`src/rtl/frame_timing_ctrl_if.sv`:
```
// rtl/frame_timing_ctrl_if.sv - frame/line timing bus from the controller to the pattern generator
interface frame_timing_ctrl_if;
  logic       fval;
  logic       lval;
  logic       dval;
  logic       fval_posedge;
  logic       lval_negedge;
  logic [2:0] sel;

  modport master (output fval, lval, dval, fval_posedge, lval_negedge, sel);
  modport slave  (input  fval, lval, dval, fval_posedge, lval_negedge, sel);
endinterface

```
`src/rtl/frame_timing_ctrl.sv`:
```
// rtl/frame_timing_ctrl.sv - camera-style fval/lval/dval generator with per-frame pattern select
module frame_timing_ctrl #(
  parameter int DVAL_HIGH          = 640,
  parameter int ROW_COUNT          = 480,
  parameter int FV_TO_LV           = 4,
  parameter int H_BLANK            = 16,
  parameter int V_BLANK            = 32,
  parameter int FRAMES_PER_PATTERN = 60
) (
  input  logic                       clk,
  input  logic                       rst,
  input  logic                       enable,
  input  logic                       auto_mode,
  input  logic [2:0]                 manual_sel,
  input  logic                       sel_update,
  frame_timing_ctrl_if.master        vid,
  output logic [15:0]                frame_count,
  output logic                       busy
);

  typedef enum logic [2:0] {IDLE, FV_LEAD, LINE, HBLANK, VBLANK} state_t;

  localparam logic [15:0] LEAD_LAST = 16'(FV_TO_LV - 1);
  localparam logic [15:0] PIX_LAST  = 16'(DVAL_HIGH - 1);
  localparam logic [15:0] ROW_LAST  = 16'(ROW_COUNT - 1);
  localparam logic [15:0] HB_LAST   = 16'(H_BLANK - 1);
  localparam logic [15:0] VB_LAST   = 16'(V_BLANK - 1);
  localparam logic [15:0] FPP       = 16'(FRAMES_PER_PATTERN);

  state_t      state_q, state_d;
  logic [15:0] cnt_q, cnt_d, line_q, line_d, fip_q, fip_d, frame_count_d;
  logic [2:0]  sel_q, sel_d, pending_q, pending_d;
  logic        fval_q, lval_q, fpos_q, fpos_d, lneg_q, lneg_d, busy_q;

  // Auto sequence skips 100 and 101; any unexpected value restarts at 000.
  function automatic logic [2:0] next_pattern(input logic [2:0] s);
    logic [2:0] n;
    case (s)
      3'b000:  n = 3'b001;
      3'b001:  n = 3'b010;
      3'b010:  n = 3'b011;
      3'b011:  n = 3'b110;
      3'b110:  n = 3'b111;
      default: n = 3'b000;
    endcase
    return n;
  endfunction

  always_comb begin
    state_d       = state_q;
    cnt_d         = cnt_q;
    line_d        = line_q;
    frame_count_d = frame_count;
    fpos_d        = 1'b0;
    lneg_d        = 1'b0;
    case (state_q)
      IDLE: begin
        if (enable) begin
          state_d = FV_LEAD;
          cnt_d   = '0;
          fpos_d  = 1'b1;
        end
      end
      FV_LEAD: begin
        if (cnt_q == LEAD_LAST) begin
          state_d = LINE;
          cnt_d   = '0;
        end else begin
          cnt_d = cnt_q + 16'd1;
        end
      end
      LINE: begin
        if (cnt_q == PIX_LAST) begin
          cnt_d  = '0;
          lneg_d = 1'b1;
          if (line_q == ROW_LAST) begin
            state_d       = VBLANK;
            line_d        = '0;
            frame_count_d = frame_count + 16'd1;
          end else begin
            state_d = HBLANK;
            line_d  = line_q + 16'd1;
          end
        end else begin
          cnt_d = cnt_q + 16'd1;
        end
      end
      HBLANK: begin
        if (cnt_q == HB_LAST) begin
          state_d = LINE;
          cnt_d   = '0;
        end else begin
          cnt_d = cnt_q + 16'd1;
        end
      end
      VBLANK: begin
        if (cnt_q == VB_LAST) begin
          cnt_d = '0;
          if (enable) begin
            state_d = FV_LEAD;
            fpos_d  = 1'b1;
          end else begin
            state_d = IDLE;
          end
        end else begin
          cnt_d = cnt_q + 16'd1;
        end
      end
      default: state_d = IDLE;
    endcase
  end

  // Pattern select only moves on the edge that raises fval_posedge.
  always_comb begin
    sel_d     = sel_q;
    fip_d     = fip_q;
    pending_d = sel_update ? manual_sel : pending_q;
    if (fpos_d) begin
      if (auto_mode) begin
        if (fip_q >= FPP) begin
          sel_d = next_pattern(sel_q);
          fip_d = 16'd1;
        end else begin
          fip_d = fip_q + 16'd1;
        end
      end else begin
        sel_d = pending_q;
        fip_d = '0;
      end
    end
  end

  always_ff @(posedge clk) begin
    if (rst) begin
      state_q     <= IDLE;
      cnt_q       <= '0;
      line_q      <= '0;
      fip_q       <= '0;
      frame_count <= '0;
      sel_q       <= '0;
      pending_q   <= '0;
      fval_q      <= 1'b0;
      lval_q      <= 1'b0;
      fpos_q      <= 1'b0;
      lneg_q      <= 1'b0;
      busy_q      <= 1'b0;
    end else begin
      state_q     <= state_d;
      cnt_q       <= cnt_d;
      line_q      <= line_d;
      fip_q       <= fip_d;
      frame_count <= frame_count_d;
      sel_q       <= sel_d;
      pending_q   <= pending_d;
      fval_q      <= (state_d == FV_LEAD) || (state_d == LINE) || (state_d == HBLANK);
      lval_q      <= (state_d == LINE);
      fpos_q      <= fpos_d;
      lneg_q      <= lneg_d;
      busy_q      <= (state_d != IDLE);
    end
  end

  assign vid.fval         = fval_q;
  assign vid.lval         = lval_q;
  assign vid.dval         = lval_q;
  assign vid.fval_posedge = fpos_q;
  assign vid.lval_negedge = lneg_q;
  assign vid.sel          = sel_q;
  assign busy             = busy_q;

endmodule

```
`src/flat_wrapper.sv`:
```
// flat-port wrapper written by rule: the top's interface ports become plain ports
module frame_timing_ctrl_flat 
#(
  parameter int DVAL_HIGH          = 640,
  parameter int ROW_COUNT          = 480,
  parameter int FV_TO_LV           = 4,
  parameter int H_BLANK            = 16,
  parameter int V_BLANK            = 32,
  parameter int FRAMES_PER_PATTERN = 60
)
  (clk, rst, enable, auto_mode, manual_sel, sel_update, frame_count, busy, vid_fval, vid_lval, vid_dval, vid_fval_posedge, vid_lval_negedge, vid_sel);
  frame_timing_ctrl_if vid_i ();
  input  logic clk;
  input  logic rst;
  input  logic enable;
  input  logic auto_mode;
  input  logic [2:0] manual_sel;
  input  logic sel_update;
  output logic [15:0] frame_count;
  output logic busy;
  output wire logic [$bits(vid_i.fval)-1:0] vid_fval;
  output wire logic [$bits(vid_i.lval)-1:0] vid_lval;
  output wire logic [$bits(vid_i.dval)-1:0] vid_dval;
  output wire logic [$bits(vid_i.fval_posedge)-1:0] vid_fval_posedge;
  output wire logic [$bits(vid_i.lval_negedge)-1:0] vid_lval_negedge;
  output wire logic [$bits(vid_i.sel)-1:0] vid_sel;
  assign vid_fval = vid_i.fval;
  assign vid_lval = vid_i.lval;
  assign vid_dval = vid_i.dval;
  assign vid_fval_posedge = vid_i.fval_posedge;
  assign vid_lval_negedge = vid_i.lval_negedge;
  assign vid_sel = vid_i.sel;
  frame_timing_ctrl #(.DVAL_HIGH(DVAL_HIGH), .ROW_COUNT(ROW_COUNT), .FV_TO_LV(FV_TO_LV), .H_BLANK(H_BLANK), .V_BLANK(V_BLANK), .FRAMES_PER_PATTERN(FRAMES_PER_PATTERN)) u_core (.clk(clk), .rst(rst), .enable(enable), .auto_mode(auto_mode), .manual_sel(manual_sel), .sel_update(sel_update), .vid(vid_i), .frame_count(frame_count), .busy(busy));
endmodule
```
`config.mk`:
```
export PLATFORM = sky130hd
export DESIGN_NAME = frame_timing_ctrl_flat
export DESIGN_NICKNAME = d
export VERILOG_FILES = /design/src/rtl/frame_timing_ctrl_if.sv /design/src/rtl/frame_timing_ctrl.sv /design/src/flat_wrapper.sv
export SDC_FILE = /design/constraint.sdc
export NUM_CORES = 1
export LEC_CHECK = 0
export BUFFER_PORTS_ARGS = -buffer_cell sky130_fd_sc_hd__clkbuf_2
export CORE_MARGIN = 2
export CORE_UTILIZATION = 60
export CTS_BUF_LIST = sky130_fd_sc_hd__clkbuf_8
export CTS_CLUSTER_DIAMETER = 30
export DETAILED_ROUTE_END_ITERATION = 16
export PLACE_DENSITY = 0.8
export SLEW_MARGIN = 20
export SYNTH_ARGS = -nofsm -noshare
export SYNTH_HDL_FRONTEND = slang
export SYNTH_SLANG_ARGS = --single-unit
```
`constraint.sdc`:
```
create_clock -name clk -period 3.4 [get_ports clk]
set_input_delay 0.68 -clock clk [delete_from_list [all_inputs] [get_ports clk]]
set_output_delay 0.68 -clock clk [all_outputs]
set_load 0.02 [all_outputs]
```
==> flow_summary.ini <==
[global_routing]
antenna_found_initial = 0
grt_pass1_wl_um = 14100
grt_max_degree = 40
grtUsageTotal_pct = 24.3
grt_pass1_vias = 2978
grt-ovfl-total = 0

[placed_design]
dp_worst_setup_slack_ns = 0.912
place_area_mm2 = 0.00401
place_congestion = 0.847
dpl.cell_count = 544
io_buffers = 32
place_hpwl_um = 5550

[synth]
syn_avg_cell_area_um2 = 8.50
synth-edff-count = 0
synthArstFlopShare_pct = 0
syn_inst = 448
synthFlopType = dfxtp_1
ys_seq_area_share_pct = 41.0
synthDistinctLibCells = 54
synth_top_area_share_pct = 41.0
syn_area_mm2 = 0.00381
ys_ff_latch = 78
yosysTopAreaCell = dfxtp_1
synthesis.nets = 461
yosys_warnings = 0
synth.area.top_cells = dfxtp_1 (41%), nor2_1 (6.4%), xnor2_1 (5.1%)

[timing]
worst_hold_slack_ns = 0.493
rsz0062_at_grt = no
max_freq_mhz = 398
worst_pin_slew_ns = 0.602
setup_viol = 0
hold_violations = 0
tns_ns = 0
min_period_over_period_pct = 73.9
slew_viol_final = 0
min_period_ns = 2.51
setup_ws_ns = 0.886
relSlewSlack_pct = 59.5
fin_skew_ns = 0.00564

[clocking]
cts_tree = done
post-cts-setup-buffer-count = 0
cts.hold.buffers_added = 0
ctsResizeCount = 0
clock_path_buffers = 2
clk_pin_slew_ns = 0.08
htreeDepth = 3
cts_buffers = 9
insertion_delay_ns = 0.35
cts_root_buf = clkbuf_8
cts_sinks = 78

[run]
maxCapViolations = 0

[layout]
layout-drive-gt1-share_pct = 13.9
postLayoutCellArea_mm2 = 0.00426
area_growth_pct = 11.8
final_cells = 560
nNetsFinal = 491
insertedDiodeCount = 0
fin_util_pct = 68.2

[power]
vdd_ir_drop_max_mv = 0.314
p_leak_nw = 1.57
p_per_area_mw_per_mm2 = 438
total_power_mw = 1.87

[min_path]
hold_class = register to register

[detailed_routing]
drc = 0
vias = 3339
final_antenna_net_count = 0
wire_per_inst_um = 14.5
drtIter0Drc = 257
drt-total-wl_um = 8120
vias_per_cell = 5.96
dr.pass1.iters = 5

[die]
start_util_pct = 61.0
rows = 29
dieArea_mm2 = 0.00700
ios = 33
fp.dieH_um = 83.7
die_x_um = 83.7
core-area_mm2 = 0.00624

[setup_path]
worstPathRequired_ns = 3.65
crit_type = register to register
cp.arrival_ns = 2.76
worstPathMaxFanout = 15
end_kind = register
cp-start-kind = register

[run_status]
status = finished, final reports clean
report_power, final:
part	leakage, nW	internal [mW]	switching, mW	total, mW
Combinational	0.817	0.0262	0.0590	0.0852
Clock	0.120	0.490	0.357	0.847
Sequential	0.630	0.924	0.00959	0.933
Total	1.57	1.44	0.426	1.87
logic make-up after synthesis:
logic type      after synthesis  synth area share [%]
compound gates               62                  12.1
xor+xnor                     32                  7.36
fa+ha+maj                     5                  1.64
buf+inv                      31                  3.42
flops                        78                  41.0
mux                           9                  2.56
simple gates                231                  31.9
worst paths after layout:
path	depth (start not counted)	from	to	slack, ns
max reg2reg	6	u_core.cnt_q[0]	u_core.frame_count[15]	0.89
min reg2reg	2	u_core.fip_q[15]	u_core.fip_q[15]	0.49
max	6	u_core.cnt_q[0]	u_core.frame_count[15]	0.89
min	2	u_core.fip_q[15]	u_core.fip_q[15]	0.49
critical path, stage by stage (launching register included):
cell,delay [ns]
dfxtp_1,0.40
ha_1,0.25
and4_1,0.27
and4_1,0.42
nand4_2,0.35
nor4_1,0.35
mux2_2,0.36
per-layer routing:
layer,global-route usage [%],vias up,wire (um)
li1,-,1674,-
met1,32.6,1584,3840
met2,39.3,72,3860
met3,4.55,9,306
met4,8.50,0,110
met5,0,-,0
layout by cell type (no fill, tap or decap), types with 6 or more instances in the layout:
cell       n
dfxtp_1   78
nor2_1    65
nand2_1   38
clkbuf_2  32
nand3_1   23
xnor2_1   22
a21oi_1   19
nor4_1    17
nor3_1    16
inv_1     14
nand4_1   14
and3_1    13
nor2b_1   11
xor2_1    10
clkbuf_8   9
and4_1     8
or4_1      7
o31ai_1    7
o21ai_0    6
mux2_2     6
sequential cells by signal (all words and copies together) (netlist names):
name	flops
u_core.busy	1
u_core.cnt_q	16
u_core.fip_q	16
u_core.frame_count	16
u_core.line_q	16
u_core.pending_q	3
u_core.state_q	3
u_core.vid.dval	1
u_core.vid.fval	1
u_core.vid.fval_posedge	1
u_core.vid.lval_negedge	1
u_core.vid.sel	3
Yosys cell counts, types with 5 or more instances:
library cell,n
ha_1,5
nor3_1,16
nor4_1,17
xnor2_1,22
and3_1,13
nand4_1,14
a21oi_1,19
inv_1,14
nand2_1,38
nor2b_1,11
a211oi_1,5
nand3_1,23
mux2_2,6
o21ai_0,6
dfxtp_1,78
or4_1,7
o31ai_1,7
clkbuf_1,10
nor2_1,65
xor2_1,10
and4_1,8
final cells by class:
type,instances,area (um^2)
clock inverters,7,120
repair buffers,35,183
inverters,15,56.3
clock buffers,9,124
well taps,77,96.3
fillers,506,1980
multi-input cells,339,2120
flip-flops and latches,78,1560
Power figures use the tool's default switching activity.
